$ cat config.mk
export PLATFORM = sky130hd
export DESIGN_NAME = commutation_controller_flat
export DESIGN_NICKNAME = d
export VERILOG_FILES = /design/src/rtl/commutation_controller_pkg.sv /design/src/rtl/commutation_controller_if.sv /design/src/rtl/commutation_controller_hall_debounce.sv /design/src/rtl/commutation_controller.sv /design/src/flat_wrapper.sv
export SDC_FILE = /design/constraint.sdc
export NUM_CORES = 1
export LEC_CHECK = 0
export CORE_AREA = 2 2 91 93
export DETAILED_ROUTE_END_ITERATION = 10
export DIE_AREA = 0 0 93 95
export PLACE_DENSITY = 0.8
export RECOVER_POWER = 50
export SLEW_MARGIN = 20
export SYNTH_ARGS = -nofsm -noshare
export SYNTH_HDL_FRONTEND = slang
export SYNTH_SLANG_ARGS = --single-unit
$ cat constraint.sdc
create_clock -name clk -period 4.41 [get_ports clk]
set_clock_uncertainty 0.05 [all_clocks]
set_input_delay 0.6615 -clock clk [delete_from_list [all_inputs] [get_ports clk]]
set_output_delay 0.6615 -clock clk [all_outputs]
set_load 0.005 [all_outputs]
$ cat src/rtl/commutation_controller_pkg.sv
// commutation_pkg: shared types and helpers for the six-step BLDC commutation
// controller.
//   state_e      - controller FSM state (also exported for observation)
//   FAULT_*      - latched fault-code values
//   comm_entry_t - one commutation table row (step, high-side u, float z)
//   hall_legal   - 000 and 111 are not produced by a healthy sensor set
//   step_lookup  - forward commutation table, hall code -> row
//   step_delta   - forward distance between two steps, modulo 6
//   drive_u      - high-side pattern for the requested direction
package commutation_pkg;

  typedef enum logic [1:0] {
    ST_IDLE     = 2'd0,
    ST_DEADTIME = 2'd1,
    ST_DRIVE    = 2'd2,
    ST_FAULT    = 2'd3
  } state_e;

  localparam logic [1:0] FAULT_NONE    = 2'b00;
  localparam logic [1:0] FAULT_ILLEGAL = 2'b01;
  localparam logic [1:0] FAULT_JUMP    = 2'b10;
  localparam logic [1:0] FAULT_STALL   = 2'b11;

  localparam logic [2:0] FLOAT_U = 3'b000;
  localparam logic [2:0] FLOAT_Z = 3'b111;

  typedef struct packed {
    logic [2:0] step;
    logic [2:0] u;
    logic [2:0] z;
  } comm_entry_t;

  function automatic logic hall_legal(input logic [2:0] code);
    return (code != 3'b000) && (code != 3'b111);
  endfunction

  function automatic comm_entry_t step_lookup(input logic [2:0] code);
    comm_entry_t e;
    e = '{step: 3'd0, u: FLOAT_U, z: FLOAT_Z};
    case (code)
      3'b101:  e = '{step: 3'd0, u: 3'b001, z: 3'b100};
      3'b100:  e = '{step: 3'd1, u: 3'b001, z: 3'b010};
      3'b110:  e = '{step: 3'd2, u: 3'b010, z: 3'b001};
      3'b010:  e = '{step: 3'd3, u: 3'b010, z: 3'b100};
      3'b011:  e = '{step: 3'd4, u: 3'b100, z: 3'b010};
      3'b001:  e = '{step: 3'd5, u: 3'b100, z: 3'b001};
      default: e = '{step: 3'd0, u: FLOAT_U, z: FLOAT_Z};
    endcase
    return e;
  endfunction

  // 1 = one step forward, 5 = one step back, 2..4 = a skipped position.
  function automatic logic [2:0] step_delta(input logic [2:0] from_step,
                                            input logic [2:0] to_step);
    logic [3:0] t;
    t = {1'b0, to_step} + 4'd6 - {1'b0, from_step};
    if (t >= 4'd6) t = t - 4'd6;
    return t[2:0];
  endfunction

  // Reverse keeps the floating phase and swaps the high and low phases.
  function automatic logic [2:0] drive_u(input comm_entry_t e, input logic dir);
    return dir ? (~e.u & ~e.z) : e.u;
  endfunction

endpackage

$ cat src/rtl/commutation_controller_if.sv
// commutation_controller_if: pin-level bundle between the controller and its
// surroundings.
//   hall/enable/dir/fault_clr - inputs to the controller
//   u/z/step                  - phase-driver pattern and current table step
//   period/period_valid       - hall-edge period measurement
//   fault/fault_code          - latched fault status
//   state                     - controller FSM state, for observation
// Handshake: there is no valid/ready flow control; period_valid is a
// one-cycle strobe meaning "period was just updated", all other outputs are
// level signals that are valid every cycle.
interface commutation_controller_if #(
  parameter int PERIOD_W = 24
);
  import commutation_pkg::*;

  logic [2:0]          hall;
  logic                enable;
  logic                dir;
  logic                fault_clr;
  logic [2:0]          u;
  logic [2:0]          z;
  logic [2:0]          step;
  logic [PERIOD_W-1:0] period;
  logic                period_valid;
  logic                fault;
  logic [1:0]          fault_code;
  state_e              state;

  modport master (
    output hall, enable, dir, fault_clr,
    input  u, z, step, period, period_valid, fault, fault_code, state
  );

  modport slave (
    input  hall, enable, dir, fault_clr,
    output u, z, step, period, period_valid, fault, fault_code, state
  );

endinterface

$ cat src/rtl/commutation_controller_hall_debounce.sv
// hall_debounce: two-flop synchronizer plus debouncer for the 3-bit hall code.
//   clk, rst_n - clock, asynchronous active-low reset
//   hall_raw   - raw hall pins, asynchronous to clk
//   hall_f     - filtered code; changes only after the synchronized code has
//                held a new value for DEBOUNCE_CYCLES consecutive samples
module hall_debounce #(
  parameter int DEBOUNCE_CYCLES = 4
) (
  input  logic       clk,
  input  logic       rst_n,
  input  logic [2:0] hall_raw,
  output logic [2:0] hall_f
);

  localparam int CNT_W = $clog2(DEBOUNCE_CYCLES + 1);
  localparam logic [CNT_W-1:0] CNT_TARGET = CNT_W'(DEBOUNCE_CYCLES);

  logic [2:0]       sync1_q, sync1_d;
  logic [2:0]       sync2_q, sync2_d;
  logic [2:0]       cand_q, cand_d;
  logic [CNT_W-1:0] cnt_q, cnt_d;
  logic [2:0]       hall_f_q, hall_f_d;
  logic [CNT_W-1:0] run_cnt;

  always_comb begin
    sync1_d  = hall_raw;
    sync2_d  = sync1_q;
    cand_d   = cand_q;
    cnt_d    = cnt_q;
    hall_f_d = hall_f_q;
    // Length of the current run of identical synchronized samples.
    run_cnt  = (sync2_q == cand_q) ? cnt_q + 1'b1 : CNT_W'(1);
    if (sync2_q == hall_f_q) begin
      cand_d = hall_f_q;
      cnt_d  = '0;
    end else if (run_cnt >= CNT_TARGET) begin
      hall_f_d = sync2_q;
      cand_d   = sync2_q;
      cnt_d    = '0;
    end else begin
      cand_d = sync2_q;
      cnt_d  = run_cnt;
    end
  end

  always_ff @(posedge clk or negedge rst_n) begin
    if (!rst_n) begin
      sync1_q  <= 3'b000;
      sync2_q  <= 3'b000;
      cand_q   <= 3'b000;
      cnt_q    <= '0;
      hall_f_q <= 3'b000;
    end else begin
      sync1_q  <= sync1_d;
      sync2_q  <= sync2_d;
      cand_q   <= cand_d;
      cnt_q    <= cnt_d;
      hall_f_q <= hall_f_d;
    end
  end

  assign hall_f = hall_f_q;

endmodule

$ cat src/rtl/commutation_controller.sv
// commutation_controller: six-step BLDC commutation sequencer.
//   clk, rst_n - clock, asynchronous active-low reset
//   bus        - slave side of commutation_controller_if:
//                hall/enable/dir/fault_clr in; u/z/step, period/period_valid,
//                fault/fault_code and FSM state out (all registered)
// Filters the hall code, checks code legality and sequence, applies the
// commutation table in the commanded direction with a floating dead-time gap
// at every commutation, measures the hall-edge period and latches faults.
module commutation_controller
  import commutation_pkg::*;
#(
  parameter int                  DEBOUNCE_CYCLES = 4,
  parameter int                  DEADTIME_CYCLES = 8,
  parameter int                  PERIOD_W        = 24,
  parameter logic [PERIOD_W-1:0] STALL_LIMIT     = '1
) (
  input  logic                     clk,
  input  logic                     rst_n,
  commutation_controller_if.slave  bus
);

  localparam int DT_W = $clog2(DEADTIME_CYCLES + 1);
  localparam logic [DT_W-1:0] DT_LAST = DT_W'(DEADTIME_CYCLES - 1);

  logic [2:0] hall_f;

  hall_debounce #(
    .DEBOUNCE_CYCLES(DEBOUNCE_CYCLES)
  ) u_hall_debounce (
    .clk     (clk),
    .rst_n   (rst_n),
    .hall_raw(bus.hall),
    .hall_f  (hall_f)
  );

  state_e              state_q, state_d;
  logic [DT_W-1:0]     dt_cnt_q, dt_cnt_d;
  logic [PERIOD_W-1:0] per_cnt_q, per_cnt_d;
  logic                has_ref_q, has_ref_d;     // a reference hall edge exists
  logic                drive_dir_q, drive_dir_d; // dir the current pattern uses
  logic [2:0]          u_q, u_d;
  logic [2:0]          z_q, z_d;
  logic [2:0]          step_q, step_d;
  logic [PERIOD_W-1:0] period_q, period_d;
  logic                period_valid_q, period_valid_d;
  logic                fault_q, fault_d;
  logic [1:0]          fault_code_q, fault_code_d;

  comm_entry_t         entry;
  logic [2:0]          delta;
  logic [PERIOD_W-1:0] per_cnt_inc;
  logic                fault_hit;
  logic [1:0]          fault_kind;

  always_comb begin
    state_d        = state_q;
    dt_cnt_d       = dt_cnt_q;
    per_cnt_d      = per_cnt_q;
    has_ref_d      = has_ref_q;
    drive_dir_d    = drive_dir_q;
    u_d            = u_q;
    z_d            = z_q;
    step_d         = step_q;
    period_d       = period_q;
    period_valid_d = 1'b0;
    fault_d        = fault_q;
    fault_code_d   = fault_code_q;
    fault_hit      = 1'b0;
    fault_kind     = FAULT_NONE;

    entry       = step_lookup(hall_f);
    delta       = step_delta(step_q, entry.step);
    per_cnt_inc = (&per_cnt_q) ? per_cnt_q : per_cnt_q + 1'b1;

    case (state_q)
      ST_IDLE: begin
        u_d       = FLOAT_U;
        z_d       = FLOAT_Z;
        per_cnt_d = '0;
        has_ref_d = 1'b0;
        if (bus.enable && hall_legal(hall_f)) begin
          state_d  = ST_DEADTIME;
          dt_cnt_d = '0;
          step_d   = entry.step;
        end
      end

      ST_DEADTIME, ST_DRIVE: begin
        per_cnt_d = per_cnt_inc;
        if (!bus.enable) begin
          state_d   = ST_IDLE;
          u_d       = FLOAT_U;
          z_d       = FLOAT_Z;
          per_cnt_d = '0;
          has_ref_d = 1'b0;
        end else if (!hall_legal(hall_f)) begin
          fault_hit  = 1'b1;
          fault_kind = FAULT_ILLEGAL;
        end else if (delta inside {3'd2, 3'd3, 3'd4}) begin
          fault_hit  = 1'b1;
          fault_kind = FAULT_JUMP;
        end else if (delta != 3'd0) begin
          // Accepted commutation: float, (re)start the gap, take a period sample.
          state_d   = ST_DEADTIME;
          dt_cnt_d  = '0;
          u_d       = FLOAT_U;
          z_d       = FLOAT_Z;
          step_d    = entry.step;
          per_cnt_d = '0;
          has_ref_d = 1'b1;
          if (has_ref_q) begin
            period_d       = per_cnt_inc;
            period_valid_d = 1'b1;
          end
        end else if (state_q == ST_DRIVE && per_cnt_q >= STALL_LIMIT) begin
          fault_hit  = 1'b1;
          fault_kind = FAULT_STALL;
        end else if (state_q == ST_DRIVE && bus.dir != drive_dir_q) begin
          state_d  = ST_DEADTIME;
          dt_cnt_d = '0;
          u_d      = FLOAT_U;
          z_d      = FLOAT_Z;
        end else if (state_q == ST_DEADTIME) begin
          if (dt_cnt_q == DT_LAST) begin
            state_d     = ST_DRIVE;
            drive_dir_d = bus.dir;
            u_d         = drive_u(entry, bus.dir);
            z_d         = entry.z;
          end else begin
            dt_cnt_d = dt_cnt_q + 1'b1;
          end
        end

        if (fault_hit) begin
          state_d      = ST_FAULT;
          fault_d      = 1'b1;
          fault_code_d = fault_kind;
          u_d          = FLOAT_U;
          z_d          = FLOAT_Z;
          per_cnt_d    = '0;
          has_ref_d    = 1'b0;
        end
      end

      ST_FAULT: begin
        u_d       = FLOAT_U;
        z_d       = FLOAT_Z;
        per_cnt_d = '0;
        has_ref_d = 1'b0;
        if (bus.fault_clr && !bus.enable) begin
          state_d      = ST_IDLE;
          fault_d      = 1'b0;
          fault_code_d = FAULT_NONE;
        end
      end

      default: state_d = ST_IDLE;
    endcase
  end

  always_ff @(posedge clk or negedge rst_n) begin
    if (!rst_n) begin
      state_q        <= ST_IDLE;
      dt_cnt_q       <= '0;
      per_cnt_q      <= '0;
      has_ref_q      <= 1'b0;
      drive_dir_q    <= 1'b0;
      u_q            <= FLOAT_U;
      z_q            <= FLOAT_Z;
      step_q         <= 3'd0;
      period_q       <= '0;
      period_valid_q <= 1'b0;
      fault_q        <= 1'b0;
      fault_code_q   <= FAULT_NONE;
    end else begin
      state_q        <= state_d;
      dt_cnt_q       <= dt_cnt_d;
      per_cnt_q      <= per_cnt_d;
      has_ref_q      <= has_ref_d;
      drive_dir_q    <= drive_dir_d;
      u_q            <= u_d;
      z_q            <= z_d;
      step_q         <= step_d;
      period_q       <= period_d;
      period_valid_q <= period_valid_d;
      fault_q        <= fault_d;
      fault_code_q   <= fault_code_d;
    end
  end

  assign bus.u            = u_q;
  assign bus.z            = z_q;
  assign bus.step         = step_q;
  assign bus.period       = period_q;
  assign bus.period_valid = period_valid_q;
  assign bus.fault        = fault_q;
  assign bus.fault_code   = fault_code_q;
  assign bus.state        = state_q;

endmodule

$ cat src/flat_wrapper.sv
// flat-port wrapper written by rule: the top's interface ports become plain ports
module commutation_controller_flat import commutation_pkg::*;
#(
  parameter int                  DEBOUNCE_CYCLES = 4,
  parameter int                  DEADTIME_CYCLES = 8,
  parameter int                  PERIOD_W        = 24,
  parameter logic [PERIOD_W-1:0] STALL_LIMIT     = '1
)
  (clk, rst_n, bus_hall, bus_enable, bus_dir, bus_fault_clr, bus_u, bus_z, bus_step, bus_period, bus_period_valid, bus_fault, bus_fault_code, bus_state);
  commutation_controller_if #(.PERIOD_W(PERIOD_W)) bus_i ();
  input  logic clk;
  input  logic rst_n;
  input wire logic [$bits(bus_i.hall)-1:0] bus_hall;
  input wire logic [$bits(bus_i.enable)-1:0] bus_enable;
  input wire logic [$bits(bus_i.dir)-1:0] bus_dir;
  input wire logic [$bits(bus_i.fault_clr)-1:0] bus_fault_clr;
  output wire logic [$bits(bus_i.u)-1:0] bus_u;
  output wire logic [$bits(bus_i.z)-1:0] bus_z;
  output wire logic [$bits(bus_i.step)-1:0] bus_step;
  output wire logic [$bits(bus_i.period)-1:0] bus_period;
  output wire logic [$bits(bus_i.period_valid)-1:0] bus_period_valid;
  output wire logic [$bits(bus_i.fault)-1:0] bus_fault;
  output wire logic [$bits(bus_i.fault_code)-1:0] bus_fault_code;
  output wire logic [$bits(bus_i.state)-1:0] bus_state;
  assign bus_i.hall = bus_hall;
  assign bus_i.enable = bus_enable;
  assign bus_i.dir = bus_dir;
  assign bus_i.fault_clr = bus_fault_clr;
  assign bus_u = bus_i.u;
  assign bus_z = bus_i.z;
  assign bus_step = bus_i.step;
  assign bus_period = bus_i.period;
  assign bus_period_valid = bus_i.period_valid;
  assign bus_fault = bus_i.fault;
  assign bus_fault_code = bus_i.fault_code;
  assign bus_state = bus_i.state;
  commutation_controller #(.DEBOUNCE_CYCLES(DEBOUNCE_CYCLES), .DEADTIME_CYCLES(DEADTIME_CYCLES), .PERIOD_W(PERIOD_W), .STALL_LIMIT(STALL_LIMIT)) u_core (.clk(clk), .rst_n(rst_n), .bus(bus_i));
endmodule
# Word-level counts from Yosys, hierarchy flattened
# Index checks and enable logic that the tools add are counted.
[op_classes] add_sub_neg=6 order_cmp=3 eq_ne=33 muxes=90 bitwise=8 n_reduce_logical=24
[op_table] cell="two-way mux 24 bit" count=6
[op_table] cell="two-way mux 3 bit" count=29
[op_table] cell="one-hot mux 9 bit (6 select lines)" count=1
[op_table] cell="one-hot mux 24 bit (2 select lines)" count=1
[op_table] cell="two-way mux 4 bit" count=9
[op_table] cell="two-way mux 2 bit" count=17
[op_table] cell="adder 24 x 1 -> 24 bit (second input constant)" count=1
[op_table] cell="greater-or-equal comparator 24 bit (second input constant)" count=1
[op_table] cell="AND reduction 24 bit" count=1
[op_table] cell="two-way mux 1 bit" count=19
[op_table] cell="one-hot mux 3 bit (2 select lines)" count=3
[op_table] cell="equality test 3 x 2 -> 1 bit (second input constant)" count=4
[op_table] cell="equality test 3 bit (second input constant)" count=4
[op_table] cell="!= test 4 x 2 -> 1 bit (second input constant)" count=3
[op_table] cell="!= test 6 x 2 -> 1 bit (second input constant)" count=2
[op_table] cell="AND reduction 6 bit" count=2
[op_table] cell="!= test 2 x 1 -> 1 bit (second input constant)" count=5
[op_table] cell="AND reduction 9 bit" count=1
[op_table] cell="nonzero test 3 bit" count=3
[op_table] cell="one-hot mux 4 bit (2 select lines)" count=1
[op_table] cell="AND reduction 8 bit" count=1
[op_table] cell="AND reduction 7 bit" count=1
[op_table] cell="equality test 3 bit" count=2
[op_table] cell="NOT 3 bit" count=2
[op_table] cell="31 further kinds" count=45
[totals] register_bits=84 inputBits=8 out_inout_bits=39 word_cells=181

# Logic depth before layout (Yosys ltp)
# Gate-level depths: netlist of the first run.
[logic_depth] word_depth=15 ltp_mapped=17 ltp_nobuf=15

# Hierarchy
# Synthesis of the first run repeated with hierarchy kept, for this count alone.
[hier_totals] cells_unflattened=403 hier_area_um2=4078.9
[by_module_without_submodules] mod="commutation_controller" n_inst=1 cells_each=366 area_each_um2=3540.9 seq_area_each_um2=1730.4
[by_module_without_submodules] mod="hall_debounce" n_inst=1 cells_each=37 area_each_um2=538.0 seq_area_each_um2=375.4

# Worst setup path before layout of the first run
# OpenSTA, ideal clock, no wires.
[synth_path] path_type="register to register" from="reg u_core.u_hall_debounce.hall_f_q[1], in the netlist u_core.u_hall_debounce.hall_f[1]" to="reg u_core.dt_cnt_q[3]" setup_ns=0.104 arrival_ns=3.358 setup_slack_ns=0.898 stages_incl_launch_ff=16 path_buffers=0 period_less_slack_ns=3.512 path_cell_list="dfrtp_1 > inv_1 > ha_1 > nor2_1 > nor3_1 > a21oi_1 > ha_1 > inv_1 > ha_1 > fa_1 > xor2_1 > mux2i_1 > o211ai_1 > a221o_1 > or3_4 > o41ai_2"
[synth_via] elab_chain_cells=12 elab_cells_between_ends=33 classes_between="add/sub (3); order compare (1); eq/ne (16); mux (7); reduce/logical (6)"
[synth_rtl] element="start, declared" line="commutation_controller_hall_debounce.sv:22" text="logic [2:0] hall_f_q, hall_f_d;"
[synth_rtl] element="start signal, assigned" line="commutation_controller_hall_debounce.sv:58" text="hall_f_q <= hall_f_d;"
[synth_rtl] element="equality test 3 x 1 -> 1 bit (tied with other cells)" line="commutation_controller_pkg.sv:40" text="case (code)"
[synth_rtl] element="one-hot mux 9 bit (6 select lines)" line="commutation_controller_pkg.sv:40"
[synth_rtl] element="adder 3 x 3 -> 4 bit" line="commutation_controller_pkg.sv:56" text="t = {1'b0, to_step} + 4'd6 - {1'b0, from_step};"
[synth_rtl] element="subtractor 4 x 3 -> 4 bit" line="commutation_controller_pkg.sv:56"
[synth_rtl] element="greater-or-equal comparator 4 x 3 -> 1 bit or subtractor 3 bit (tied branches)" line="commutation_controller_pkg.sv:57" text="if (t >= 4'd6) t = t - 4'd6;"
[synth_rtl] element="two-way mux 3 bit" line="commutation_controller_pkg.sv:57"
[synth_rtl] element="nonzero test 3 bit" line="commutation_controller.sv:102" text="end else if (delta != 3'd0) begin"
[synth_rtl] element="two-way mux 4 bit" line="commutation_controller.sv:102"
[synth_rtl] element="two-way mux 4 bit" line="commutation_controller.sv:99" text="end else if (delta inside {3'd2, 3'd3, 3'd4}) begin"
[synth_rtl] element="two-way mux 4 bit" line="commutation_controller.sv:96" text="end else if (!hall_legal(hall_f)) begin"
[synth_rtl] element="two-way mux 4 bit" line="commutation_controller.sv:90" text="if (!bus.enable) begin"
[synth_rtl] element="one-hot mux 4 bit (2 select lines)" line="commutation_controller.sv:75" text="case (state_q)"
[synth_rtl] element="end signal, assigned" line="commutation_controller.sv:177" text="dt_cnt_q <= dt_cnt_d;"
[synth_rtl] element="end, declared" line="commutation_controller.sv:37" text="logic [DT_W-1:0] dt_cnt_q, dt_cnt_d;"
# Parallel ways exist; a longest one is shown, timed or not. The select of a mux whose other input is x is not followed.
# A chain may end at the register's enable or synchronous reset.

# Worst setup path in the final report of the first run
[layout_path] from="reg u_core.u_hall_debounce.hall_f_q[1], in the netlist u_core.u_hall_debounce.hall_f[1]" to="reg u_core.fault_code_q[0], in the netlist u_core.bus.fault_code[0]"
[layout_via] elab_chain_cells=14 elab_cells_between_ends=33 classes_between="add/sub (3); order compare (1); eq/ne (11); mux (13); reduce/logical (5)"
[layout_rtl] element="equality test 3 x 1 -> 1 bit (tied with other cells)" line="commutation_controller_pkg.sv:40"
[layout_rtl] element="one-hot mux 9 bit (6 select lines)" line="commutation_controller_pkg.sv:40"
[layout_rtl] element="adder 3 x 3 -> 4 bit" line="commutation_controller_pkg.sv:56"
[layout_rtl] element="subtractor 4 x 3 -> 4 bit" line="commutation_controller_pkg.sv:56"
[layout_rtl] element="greater-or-equal comparator 4 x 3 -> 1 bit or subtractor 3 bit (tied branches)" line="commutation_controller_pkg.sv:57"
[layout_rtl] element="two-way mux 3 bit" line="commutation_controller_pkg.sv:57"
[layout_rtl] element="equality test 3 x 2 -> 1 bit (tied with other cells)" line="commutation_controller.sv:99"
[layout_rtl] element="nonzero test 3 bit or two-way mux 1 bit (tied branches)" line="commutation_controller.sv:99, commutation_controller.sv:102"
[layout_rtl] element="two-way mux 1 bit" line="commutation_controller.sv:99"
[layout_rtl] element="two-way mux 1 bit" line="commutation_controller.sv:96"
[layout_rtl] element="two-way mux 1 bit" line="commutation_controller.sv:90"
[layout_rtl] element="two-way mux 1 bit" line="commutation_controller.sv:75"
[layout_rtl] element="!= test 2 x 1 -> 1 bit (no line)"
[layout_rtl] element="AND reduction 3 bit (no line)"
[layout_rtl] element="end signal, assigned" line="commutation_controller.sv:187" text="fault_code_q <= fault_code_d;"
[layout_rtl] element="end, declared" line="commutation_controller.sv:47" text="logic [1:0] fault_code_q, fault_code_d;"
# Parallel ways exist; a longest one is shown, timed or not. The select of a mux whose other input is x is not followed.

==> impl_metrics.yaml, run 1 <==
placement:
  port-buffer-count: 46
  dpl.hpwl_um: 6280
  gp_congestion: 0.920
floorplanning:
  rows: 33
  start_util_pct: 53.6
  die_h_um: 95
  fp.dieW_um: 93
  dieArea_mm2: 0.00884
  coreArea_mm2: 0.00793
  io_pins: 47
clocking:
  cts_resized: 0
  clk_pin_slew_ps: 80
  clockBufferDepth: 2
  post-cts-setup-buffers: 0
  clock_sinks: 84
  clk_latency_ps: 350
  cts_buffers: 9
  cts_tree: "yes"
  htree_levels: 3
  cts-root-buf: "clkbuf_8"
  holdBufCountCts: 0
final_layout:
  nNetsFinal: 497
  nFillCells: 667
  syn2layout_area_growth_pct: 17.5
  num_antenna_cells: 0
  multi_input_area_mm2: 0.00201
  drive_gt1_share_pct: 7.38
  seq_area_mm2: 0.00211
  final_common_cell: "dfrtp_1"
  final_cell_mix: "dfrtp_1, nand2_1, nor2_1"
sta:
  slew_headroom_pct: -33.4
  setup_violations: 0
  setup_tns_ps: 0
  maxSlewViolCount: 85
  finalHoldViolCount: 0
  max_freq_mhz: 252
  fin_crit_sh_pct: 90.1
  tightest_slew_ps: 2000
  min_period_ps: 3970
  rsz0062_at_grt: "false"
worst_setup_path:
  slowest_delay_ps: 470
  cpMostUsedCell: "ha_1"
  cp_max_fo: 7
  rrSetupSlack_ps: 440
  arrival_ps: 4160
  start_kind: "flip-flop"
  end_kind: "flip-flop"
  path_cells: "inv_1, ha_1, nor2_1, nor3_1, a21oi_1, ha_1, inv_1, ha_1, fa_1, xnor2_1, a31oi_4, nor3_1, o311ai_0, nand2_1, mux2_2"
  cp_slowest_cell: "dfrtp_1"
  path_class: "reg -> reg"
  crit_required_ps: 4590
flow_run:
  drv_cap: 1
logic_synthesis:
  async_reset_ff_share_pct: 100
  ys_seq_elements: 84
  syn_area_mm2: 0.00425
  yosysWarnings: 0
  yosys_most_used_dff: "dfrtp_1"
  yosysTopAreaCell: "dfrtp_1"
  synthTopCellsByArea: "dfrtp_1, ha_1, o21ai_0, xnor2_1, nand2_1"
  synthCells: 426
  syn_area_per_cell_um2: 9.97
  synth_top_area_share_pct: 47.7
  ys_seq_area_share_pct: 49.6
  synth-edff-count: 0
  yosysUniqueCellTypes: 55
  syn_nets: 454
grt:
  gr-total-overflow: 0
  grt_use_total_pct: 21.5
  antenna_found_initial: 0
  grt_pass1_vias: 3229
  top_usage_layer: "met2"
  grt_pass1_wl_um: 15100
  grt_max_degree: 85
  gr-usage-met2_pct: 34.3
  grt_use_met1_pct: 29.8
  met3_usage_pct: 3.75
route:
  vias: 3281
  drt_wl_total_um: 8730
  drt-initial-drc-count: 198
  drtPass1Iterations: 5
  wl_per_cell_um: 15.1
  via_per_inst: 5.67
  ant_nets: 0
  drc: 0
status:
  violations: "max-capacitance violations, max-slew violations"
  status: "complete, but fails checks"
hold_path:
  hp-class: "reg -> reg"
power:
  power.leakage_nw: 2.11
  ir_drop_mv: 0.264
  finalPower_mw: 2.67
  cellPowerDensity_mw_per_mm2: 535
## cells in the mapped netlist, types with 2 or more instances
| cell type | count |
|---|---|
| nor4_1 | 5 |
| nand3_1 | 16 |
| a22o_1 | 3 |
| o21a_1 | 2 |
| nand4b_1 | 2 |
| a31oi_1 | 2 |
| xor2_1 | 11 |
| o211ai_1 | 2 |
| o21ai_1 | 2 |
| nand4_1 | 11 |
| or2_2 | 2 |
| nor2b_1 | 3 |
| mux2i_1 | 7 |
| a21boi_0 | 3 |
| inv_1 | 16 |
| ha_1 | 19 |
| and2_1 | 3 |
| dfrtp_1 | 81 |
| nand2_1 | 45 |
| nor3_1 | 9 |
| o311ai_0 | 2 |
| xnor2_1 | 20 |
| nor2_1 | 44 |
| o21ai_0 | 38 |
| a21oi_1 | 8 |
| and3_1 | 6 |
| and4_1 | 6 |
| dfstp_2 | 3 |
| buf_2 | 7 |
| or4_1 | 2 |
| or3_1 | 2 |
| nand2b_1 | 3 |
| mux2_2 | 5 |
| o31ai_1 | 6 |
| o22ai_1 | 3 |
| clkbuf_1 | 8 |
## per-layer routing
metal,share of wire [%],up-vias,wire [µm]
li1,-,1579,-
met1,47,1617,4120
met2,48,72,4220
met3,3.0,13,262
met4,1.4,0,122
met5,0,-,0
## state kept, by name, summed over array words and instances (netlist names)
register / cells
u_core.per_cnt_q: 24
u_core.u_hall_debounce.cnt_q: 3
u_core.u_hall_debounce.sync2_q: 3
u_core.u_hall_debounce.cand_q: 3
u_core.bus.period: 24
u_core.drive_dir_q: 1
u_core.bus.step: 3
u_core.bus.period_valid: 1
u_core.bus.fault_code: 2
u_core.bus.u: 3
u_core.dt_cnt_q: 4
u_core.bus.state: 2
u_core.bus.z: 3
u_core.bus.fault: 1
u_core.u_hall_debounce.sync1_q: 3
u_core.u_hall_debounce.hall_f: 3
u_core.has_ref_q: 1
## path summary, 6_finish.rpt
path                                                         from                                end  cells after the start
worst max-delay path             u_core.u_hall_debounce.hall_f[1]           u_core.bus.fault_code[0]                     15
worst min-delay path            u_core.u_hall_debounce.sync1_q[2]  u_core.u_hall_debounce.sync2_q[2]                      0
worst max register to register   u_core.u_hall_debounce.hall_f[1]           u_core.bus.fault_code[0]                     15
worst min register to register  u_core.u_hall_debounce.sync1_q[2]  u_core.u_hall_debounce.sync2_q[2]                      0
max in group asynchronous                                   rst_n                u_core.per_cnt_q[3]                      1
min in group asynchronous                                   rst_n           u_core.bus.fault_code[1]                      1
## cell type report
class                           count  area share, %
Sequential cell                    84           42.2
Multi-Input combinational cell    310           40.4
Timing Repair Buffer               48           9.43
Clock buffer                       12           2.71
Tap cell                          105           2.63
Clock inverter                      4           1.48
Inverter                           16           1.20
## critical path, delay by kind of cell (launching register included)
| family | cells | cell delay (ps) |
|---|---|---|
| buf+inv | 2 | 170 |
| compound gates | 3 | 630 |
| mux | 1 | 340 |
| simple gates | 4 | 730 |
| flops | 1 | 470 |
| xor+xnor | 1 | 410 |
| fa+ha+maj | 4 | 1050 |
## report_power, final
group | switching (mW) | internal (mW) | leakage [nW]
logic | 0.697 | 0.468 | 0.887
registers | 0.0767 | 0.839 | 1.12
clock network | 0.270 | 0.320 | 0.105
## through the flow
stage	instances	instance area [µm²]	setup WS, ps	hold WS, ps	utilization [%]
floorplan	426	4250	898	281	-
global placement	563	4780	641	283	60.4
detailed placement	563	4780	476	286	60.4
CTS	579	4990	459	304	63.0
global route	579	4990	90.6	316	63.0
finish	579	4990	435	297	63.0
## logic make-up (layout without fill, tap and decap cells)
family                     Yosys count  after routing  share of synthesized area (%)
xor gates and xnor gates            31             31                           6.39
buffers and inverters               32             80                           3.03
and+or+nand+nor                    166            166                           19.8
DFF                                 84             84                           49.6
other                                1              1                         0.0883
AOI/OAI and AO/OA                   80             80                           12.1
adders and majority gates           20             20                           6.07
muxes                               12             12                           2.97
No activity file was read; power rests on OpenSTA's default activity.
==> run 2: changes to the inputs <==
CAP_MARGIN = 10   (was default)
==> results of run 2 <==
Final layout, timing and power as in run 1 (identical DEF).
==> run 3: changes to the inputs <==
GPL_TIMING_DRIVEN = 0   (was default)
==> run 3 against run 2 <==
The flow still finishes with violations (max-capacitance violations, max-slew violations); sequential cell count unchanged; worst hold slack better by 3.5 ps; power decreased by 2.1%; sequential share of layout area is 0.20 points lower; first-iteration DRC count grew 3.5%; largest power group unchanged.
==> impl_metrics.yaml, run 3 (synthesized netlist as in run 1, its figures left out) <==
route:
  drt-initial-drc-count: 205
  via_per_inst: 5.51
  ant_nets: 0
  drtPass1Iterations: 4
  wl_per_cell_um: 15.2
  vias: 3258
  drt_wl_total_um: 8960
  drc: 0
worst_setup_path:
  r2r_start: "u_core.u_hall_debounce.hall_f[1]"
  rr_worst_depth: 14
  start_kind: "flip-flop"
  arrival_ps: 4220
  crit_start: "u_core.u_hall_debounce.hall_f[1]"
  r2r_end: "u_core.drive_dir_q"
  crit_required_ps: 4600
  critPathBufInv: 2
  cp_max_fo: 7
  slowest_delay_ps: 470
  cp_top_family: "adder cells"
  path_class: "reg -> reg"
  cp_slowest_cell: "dfrtp_1"
  end_kind: "flip-flop"
  cpMostUsedCell: "ha_1"
  rrSetupSlack_ps: 380
  path_cells: "inv_1, ha_1, nor2_1, nor3_1, a21oi_1, ha_1, inv_1, ha_1, fa_1, xnor2_1, a31o_2, o211ai_1, nor3b_2, mux2_2"
final_layout:
  finalNonFillerCells: 591
  post-route-util_pct: 63.3
  num_antenna_cells: 0
  drive_gt1_share_pct: 8.23
  final_common_cell: "dfrtp_1"
  syn2layout_area_growth_pct: 18.0
  final_cell_mix: "dfrtp_1, nand2_1, nor2_1"
  nNetsFinal: 510
clocking:
  clock_sinks: 84
  holdBufCountCts: 0
  post-cts-setup-buffers: 0
  cts_tree: "yes"
  clk_pin_slew_ps: 80
  clk_latency_ps: 350
  clockBufferDepth: 2
  cts_buffers: 9
  cts_resized: 0
  cts-root-buf: "clkbuf_8"
  htree_levels: 3
placement:
  gp_congestion: 0.847
  port-buffer-count: 44
  place_inst: 576
  dpl.hpwl_um: 6580
sta:
  setup_violations: 0
  finalHoldViolCount: 0
  slew_headroom_pct: -83.1
  maxSlewViolCount: 50
  hold_slack_ps: 301
  tightest_slew_ps: 2750
  min_period_ps: 4030
  fin_crit_sh_pct: 91.4
  max_freq_mhz: 248
  rsz0062_at_grt: "false"
grt:
  grt_use_met1_pct: 29.4
  antenna_found_initial: 0
  met3_usage_pct: 4.07
  top_usage_layer: "met2"
  grt_pass1_wl_um: 15000
  gr-usage-met2_pct: 34.8
  grt_pass1_vias: 3183
  grt_use_total_pct: 21.7
  gr-total-overflow: 0
  grt_max_degree: 51
power:
  cellPowerDensity_mw_per_mm2: 521
  ir_drop_mv: 0.267
  power.leakage_nw: 2.11
hold_path:
  hp-class: "reg -> reg"
  holdPathStages: 0
  hold_end: "u_core.u_hall_debounce.sync2_q[2]"
  hold_path.startpoint: "u_core.u_hall_debounce.sync1_q[2]"
floorplanning:
  fp.dieW_um: 93
  dieArea_mm2: 0.00884
  rows: 33
  start_util_pct: 53.6
  die_h_um: 95
  io_pins: 47
  coreArea_mm2: 0.00793
status:
  status: "complete, but fails checks"
  violations: "max-capacitance violations, max-slew violations"
flow_run:
  drv_cap: 1
==> run 3: worst max-delay path by stage <==
stage                     slack, ps                   end  cells after the start
after detailed placement        380    u_core.drive_dir_q                     14
after global placement         -230  u_core.per_cnt_q[17]                      1
after floorplan                 900    u_core.dt_cnt_q[3]                     15
after CTS                       380    u_core.drive_dir_q                     14
after global routing            110  u_core.per_cnt_q[14]                     16
final                           380    u_core.drive_dir_q                     14
==> run 3: through the flow <==
stage	instance area, µm²	setup slack, ps	power (mW)	setup TNS [ps]
6_report	5010	378	2.61	0
4_1_cts	5020	377	2.61	0
5_1_grt	5010	105	2.79	0
2_1_floorplan	4250	898	1.76	0
3_3_place_gp	4820	-228	2.03	-18010
3_5_place_dp	4840	380	2.08	0
==> run 3: report_power, final <==
part | switching, mW | internal (mW)
logic | 0.710 | 0.472
registers | 0.0629 | 0.839
clock network | 0.271 | 0.260
==> run 3: metal layers <==
| metal | part of all wire [%] | vias up |
|---|---|---|
| met5 | 0 | - |
| met4 | 1.6 | 0 |
| met3 | 3.8 | 13 |
| met2 | 48 | 61 |
| met1 | 47 | 1584 |
| li1 | - | 1600 |
==> run 3: cell type report <==
type,instances,area (µm²)
buffer,16,68.8
clock buffer,11,131
clock inverter,4,48.8
fill,641,2910
inverter,16,60.1
multi-input combinational,310,2010
sequential,84,2110
tap,105,131
timing repair buffer,45,454
==> run 3: worst register-to-register path, delay by kind of cell, from the launching register on <==
kind | cells | cell delay, ps
mux | 1 | 390
simple gates | 3 | 600
buf+inv | 2 | 180
fa+ha+maj | 4 | 1040
flops | 1 | 470
xor+xnor | 1 | 460
compound gates | 3 | 740
